<file path="src/rtl/truth_table_sequencer.sv">
// truth_table_sequencer: walks all eight {a,b,c} input vectors of a 3-input
// combinational unit, holds each vector for SETTLE_CYCLES+1 cycles, captures
// the unit's p/q responses and compares them against latched expectations.
module truth_table_sequencer #(
  parameter int SETTLE_CYCLES = 2
) (
  input  logic       clk,
  input  logic       rst_n,
  input  logic       start,
  input  logic       abort,
  input  logic [7:0] expect_p,
  input  logic [7:0] expect_q,
  output logic       dut_a,
  output logic       dut_b,
  output logic       dut_c,
  input  logic       dut_p,
  input  logic       dut_q,
  output logic       busy,
  output logic       done,
  output logic       pass,
  output logic [7:0] table_p,
  output logic [7:0] table_q,
  output logic [7:0] fail_mask
);

  typedef enum logic [1:0] {
    IDLE = 2'd0,
    RUN  = 2'd1,
    DONE = 2'd2
  } state_t;

  state_t     r_state;
  logic [2:0] r_idx;
  logic [3:0] r_cnt;
  logic [2:0] r_vec;
  logic [7:0] r_expP;
  logic [7:0] r_expQ;
  logic [7:0] r_tableP;
  logic [7:0] r_tableQ;
  logic [7:0] r_failMask;
  logic       r_busy;
  logic       r_done;
  logic       r_pass;

  logic [7:0] w_tablePNext;
  logic [7:0] w_tableQNext;
  logic [7:0] w_failNext;
  logic       w_sampleNow;

  assign w_sampleNow = (r_cnt == 4'(SETTLE_CYCLES));

  // Tables as they will look once the current vector's response is written, so the final verdict includes the last sample.
  always_comb begin
    w_tablePNext        = r_tableP;
    w_tableQNext        = r_tableQ;
    w_tablePNext[r_idx] = dut_p;
    w_tableQNext[r_idx] = dut_q;
    w_failNext          = (w_tablePNext ^ r_expP) | (w_tableQNext ^ r_expQ);
  end

  // Sequencer FSM: vector stepping, settle counting, capture and registered status outputs.
  always_ff @(posedge clk or negedge rst_n) begin
    if (!rst_n) begin
      r_state    <= IDLE;
      r_idx      <= 3'd0;
      r_cnt      <= 4'd0;
      r_vec      <= 3'd0;
      r_expP     <= 8'h00;
      r_expQ     <= 8'h00;
      r_tableP   <= 8'h00;
      r_tableQ   <= 8'h00;
      r_failMask <= 8'h00;
      r_busy     <= 1'b0;
      r_done     <= 1'b0;
      r_pass     <= 1'b0;
    end else begin
      case (r_state)
        IDLE: begin
          r_done <= 1'b0;
          if (start) begin
            r_state    <= RUN;
            r_idx      <= 3'd0;
            r_cnt      <= 4'd0;
            r_vec      <= 3'd0;
            r_expP     <= expect_p;
            r_expQ     <= expect_q;
            r_tableP   <= 8'h00;
            r_tableQ   <= 8'h00;
            r_failMask <= 8'h00;
            r_pass     <= 1'b0;
            r_busy     <= 1'b1;
          end
        end
        RUN: begin
          if (abort) begin
            r_state <= IDLE;
            r_idx   <= 3'd0;
            r_cnt   <= 4'd0;
            r_vec   <= 3'd0;
            r_busy  <= 1'b0;
          end else if (w_sampleNow) begin
            r_tableP <= w_tablePNext;
            r_tableQ <= w_tableQNext;
            if (r_idx == 3'd7) begin
              r_state    <= DONE;
              r_idx      <= 3'd0;
              r_cnt      <= 4'd0;
              r_vec      <= 3'd0;
              r_busy     <= 1'b0;
              r_done     <= 1'b1;
              r_failMask <= w_failNext;
              r_pass     <= (w_failNext == 8'h00);
            end else begin
              r_idx <= r_idx + 3'd1;
              r_vec <= r_idx + 3'd1;
              r_cnt <= 4'd0;
            end
          end else begin
            r_cnt <= r_cnt + 4'd1;
          end
        end
        DONE: begin
          r_state <= IDLE;
          r_done  <= 1'b0;
        end
        default: begin
          r_state <= IDLE;
          r_busy  <= 1'b0;
          r_done  <= 1'b0;
          r_vec   <= 3'd0;
        end
      endcase
    end
  end

  assign dut_a     = r_vec[2];
  assign dut_b     = r_vec[1];
  assign dut_c     = r_vec[0];
  assign busy      = r_busy;
  assign done      = r_done;
  assign pass      = r_pass;
  assign table_p   = r_tableP;
  assign table_q   = r_tableQ;
  assign fail_mask = r_failMask;

endmodule

</file>
<file path="config.mk">
export PLATFORM = sky130hd
export DESIGN_NAME = truth_table_sequencer
export DESIGN_NICKNAME = d
export VERILOG_FILES = /design/src/rtl/truth_table_sequencer.sv
export SDC_FILE = /design/constraint.sdc
export NUM_CORES = 1
export LEC_CHECK = 0
export ABC_AREA = 1
export CORE_MARGIN = 2
export CORE_UTILIZATION = 51
export CTS_BUF_LIST = sky130_fd_sc_hd__clkbuf_16
export DETAILED_ROUTE_END_ITERATION = 6
export PLACE_DENSITY = 0.79
export SYNTH_ARGS = -nofsm -noshare
export SYNTH_HDL_FRONTEND = slang
export SYNTH_SLANG_ARGS = --single-unit
</file>
<file path="constraint.sdc">
create_clock -name clk -period 2.01 [get_ports clk]
set_input_delay 0.201 -clock clk [delete_from_list [all_inputs] [get_ports clk]]
set_output_delay 0.201 -clock clk [all_outputs]
set_load 0.02 [all_outputs]
</file>
==> flow_summary_export.csv <==
group,metric,value,unit
worst_setup_path,critical_path.startpoint,"r_cnt[0]",
yosys,synth_xor_area_share,0.589,%
route,wirelength,7.34,mm
pwr,sw_frac_of_total,40.9,%
worst_setup_path,critical_path_class,"register to register",
yosys,ys_warn_count,0,
placement,dp_hpwl,5.42,mm
yosys,synthAdderAreaFrac,1.68,%
yosys,synth_flop_cell,"dfrtp_1",
route,drcViolationCount,0,
pwr,p_seq_share,37.5,%
yosys,synth_compound_area_share,8.67,%
clock_network,cts_tree,"built",
yosys,synthCells,390,
route,drtAntennaViolNets,0,
clock_network,ctsHoldBuffers,1,
clock_network,cts_setup_buffers,0,
clock_network,clkTransAtPathRegs,70,ps
clock_network,cts.repair.resized,0,
worst_setup_path,crit_path_max_fanout,13,
yosys,yosysSeqAreaShare,46.3,%
pwr,p_switching,0.00169,W
yosys,ys_top_cells_by_area,"dfrtp_1 46%, nand2_1 14%, nand3_1 10%",
yosys,synth_seq_cells,55,
timing,slew_viol_final,0,
cells_and_area,nNetsFinal,473,
yosys,synth_top_cell_by_area,"dfrtp_1",
worst_setup_path,endpoint_kind,"register",
route,drt_iter0_drc,155,
worst_setup_path,reg2reg_depth,7,
timing,setup_viol,0,
clock_network,root_buffer,"clkbuf_16",
yosys,synthArstFlopShare,100,%
grt,gr-total-overflow,0,
pwr,p_int,0.00244,W
clock_network,clock-sinks,55,
run_status,status,"complete, no violations",
pwr,pwr-share-comb,41.9,%
worst_setup_path,r2r_setup_slack,240,ps
cells_and_area,final_cell_mix,"114 x nand2_1, 62 x nand3_1, 55 x dfrtp_1",
yosys,syn_nets,416,
worst_setup_path,worst-endpoint-arrival,1910,ps
hold_path,hold_class,"input port to async pin",
cells_and_area,final_common_cell,"nand2_1",
clock_network,numCtsBuffers,5,
route,first_pass_iters,5,
cells_and_area,final_util,67.6,%
yosys,synth_edf_count,0,
floorplanning,die_y,80.3,um
pwr,peakVddDrop,507,uV
timing,tightest_slew,554,ps
timing,min_period_over_period,88.0,%
grt,grt_max_degree,33,
floorplanning,core_area,0.00557,mm2
timing,hold_violations,0,
cells_and_area,fillers,476,
worst_setup_path,required,2150,ps
cells_and_area,syn_to_final_growth,26.7,%
floorplanning,dieArea,0.00645,mm2
timing,rsz0062_at_grt,"false",
yosys,mappedNetlistArea,0.00297,mm2
pwr,leakagePower,1.80,nW
clock_network,htreeDepth,2,
grt,track_usage,24.4,%
clock_network,clockBufferDepth,2,
grt,antenna_found_initial,0,
grt,grt_pass1_wl,12.1,mm
grt,grt_pass1_vias,2643,
timing,maxSlewHeadroom,63.0,%
route,wl_per_cell,14.1,um
pwr,power_density,1100,mW/mm2
floorplanning,rows,27,
clock_network,clock_latency,290,ps
timing,fmax,565,MHz
run,maxCapViolCount,0,
timing,fin_setup_tns,0,ps
floorplanning,initial_utilization,53.3,%
worst_setup_path,crit_path_start_kind,"register",
yosys,yosysUniqueCellTypes,29,
placement,port_buffers,51,
worst_setup_path,reg2reg_from,"r_cnt[0]",
worst_setup_path,r2r-end,"table_p[7]",
route,vias_per_cell,5.48,
pwr,p_clk_share,20.6,%
yosys,synthMuxAreaShare,0,%
placement,gp_congestion,0.883,
floorplanning,die_w,80.3,um
yosys,yosys.area_share.simple,33.6,%
route,vias,2851,
timing,layout_min_cycle_time,1770,ps
timing,clock_skew,8.85,ps
yosys,syn_area_per_cell,7.62,um2
floorplanning,num_io_pins,52,
yosys,netlist.area_leader.share,46.3,%
cells_and_area,antennaDiodeCount,0,
cells_and_area,drive_above_1_share,7.14,%
yosys,synth_top_family_by_area,"simple AND/OR/NAND/NOR gates",
pwr,p_total,0.00414,W
[Yosys cell counts, types with 3 or more instances]
| cell | number |
|---|---|
| nand2_1 | 114 |
| nand3_1 | 62 |
| dfrtp_1 | 55 |
| inv_1 | 45 |
| o21ai_0 | 38 |
| nand4_1 | 18 |
| nor2_1 | 14 |
| buf_2 | 6 |
| clkbuf_1 | 4 |
| ha_1 | 4 |
| nor2_4 | 3 |
| o22ai_1 | 3 |
[per-layer routing]
| layer | wire [um] | track usage (%) | share of wire [%] |
|---|---|---|---|
| met3 | 484 | 4.83 | 6.6 |
| met2 | 3500 | 40.6 | 48 |
| met4 | 102 | 7.63 | 1.4 |
| met5 | 0 | 0 | 0 |
| met1 | 3250 | 32.1 | 44 |
[state kept, by name, summed over array words and instances, names as in the netlist]
signal	cells
r_vec	3
r_expP	8
busy	1
pass	1
r_expQ	8
r_idx	3
fail_mask	8
r_cnt	4
done	1
table_p	8
r_state	2
table_q	8
[cell type report]
type / count / area, um2 / area share, %
multi-input cells: 271 / 1320 / 35.1
clock buffers: 5 / 125 / 3.32
repair buffers: 65 / 651 / 17.3
inverters: 49 / 184 / 4.88
clock inverters: 3 / 16.3 / 0.432
well taps: 72 / 90.1 / 2.39
flip-flops and latches: 55 / 1380 / 36.5
[logic make-up (layout without fill, tap and decap cells)]
logic type      count (synthesis)  in the layout
compound gates                 48             48
xor+xnor                        2              2
fa+ha+maj                       4              4
buf+inv                        64            122
flops                          55             55
simple gates                  217            217
[worst max path at each step]
stage | endpoint | slack [ps]
final | table_p[7] | 240
after floorplan | busy | 530
after global routing | pass | 20
after CTS | table_p[7] | 270
after detailed placement | pass | 100
after global placement | pass | 140
[power by group through the flow]
| stage | Sequential (W) | Combinational [W] | Clock [W] |
|---|---|---|---|
| after floorplan | 0.00158 | 0.00112 | 0 |
| after global placement | 0.00155 | 0.00167 | 0 |
| after detailed placement | 0.00156 | 0.00172 | 0 |
| after CTS | 0.00154 | 0.00173 | 0.000860 |
| after global routing | 0.00157 | 0.00196 | 0.000920 |
| final | 0.00155 | 0.00173 | 0.000853 |
[worst max-delay path: stages (launching register included)]
cell     delay [ps]
dfrtp_1         400
inv_1           100
ha_1            170
nand3_1         150
nor2_4          160
inv_2            70
nand2_1         380
o21ai_0         180
[per-stage QoR]
stage	hold slack [ps]	cells	worst slack [ps]	instance area, um2
floorplan	-94.6	390	534	2970
global placement	220	511	139	3610
detailed placement	227	511	96.6	3610
CTS	453	520	267	3770
global route	483	520	24.3	3770
finish	427	520	241	3770
(Power assumes the default switching activity.)
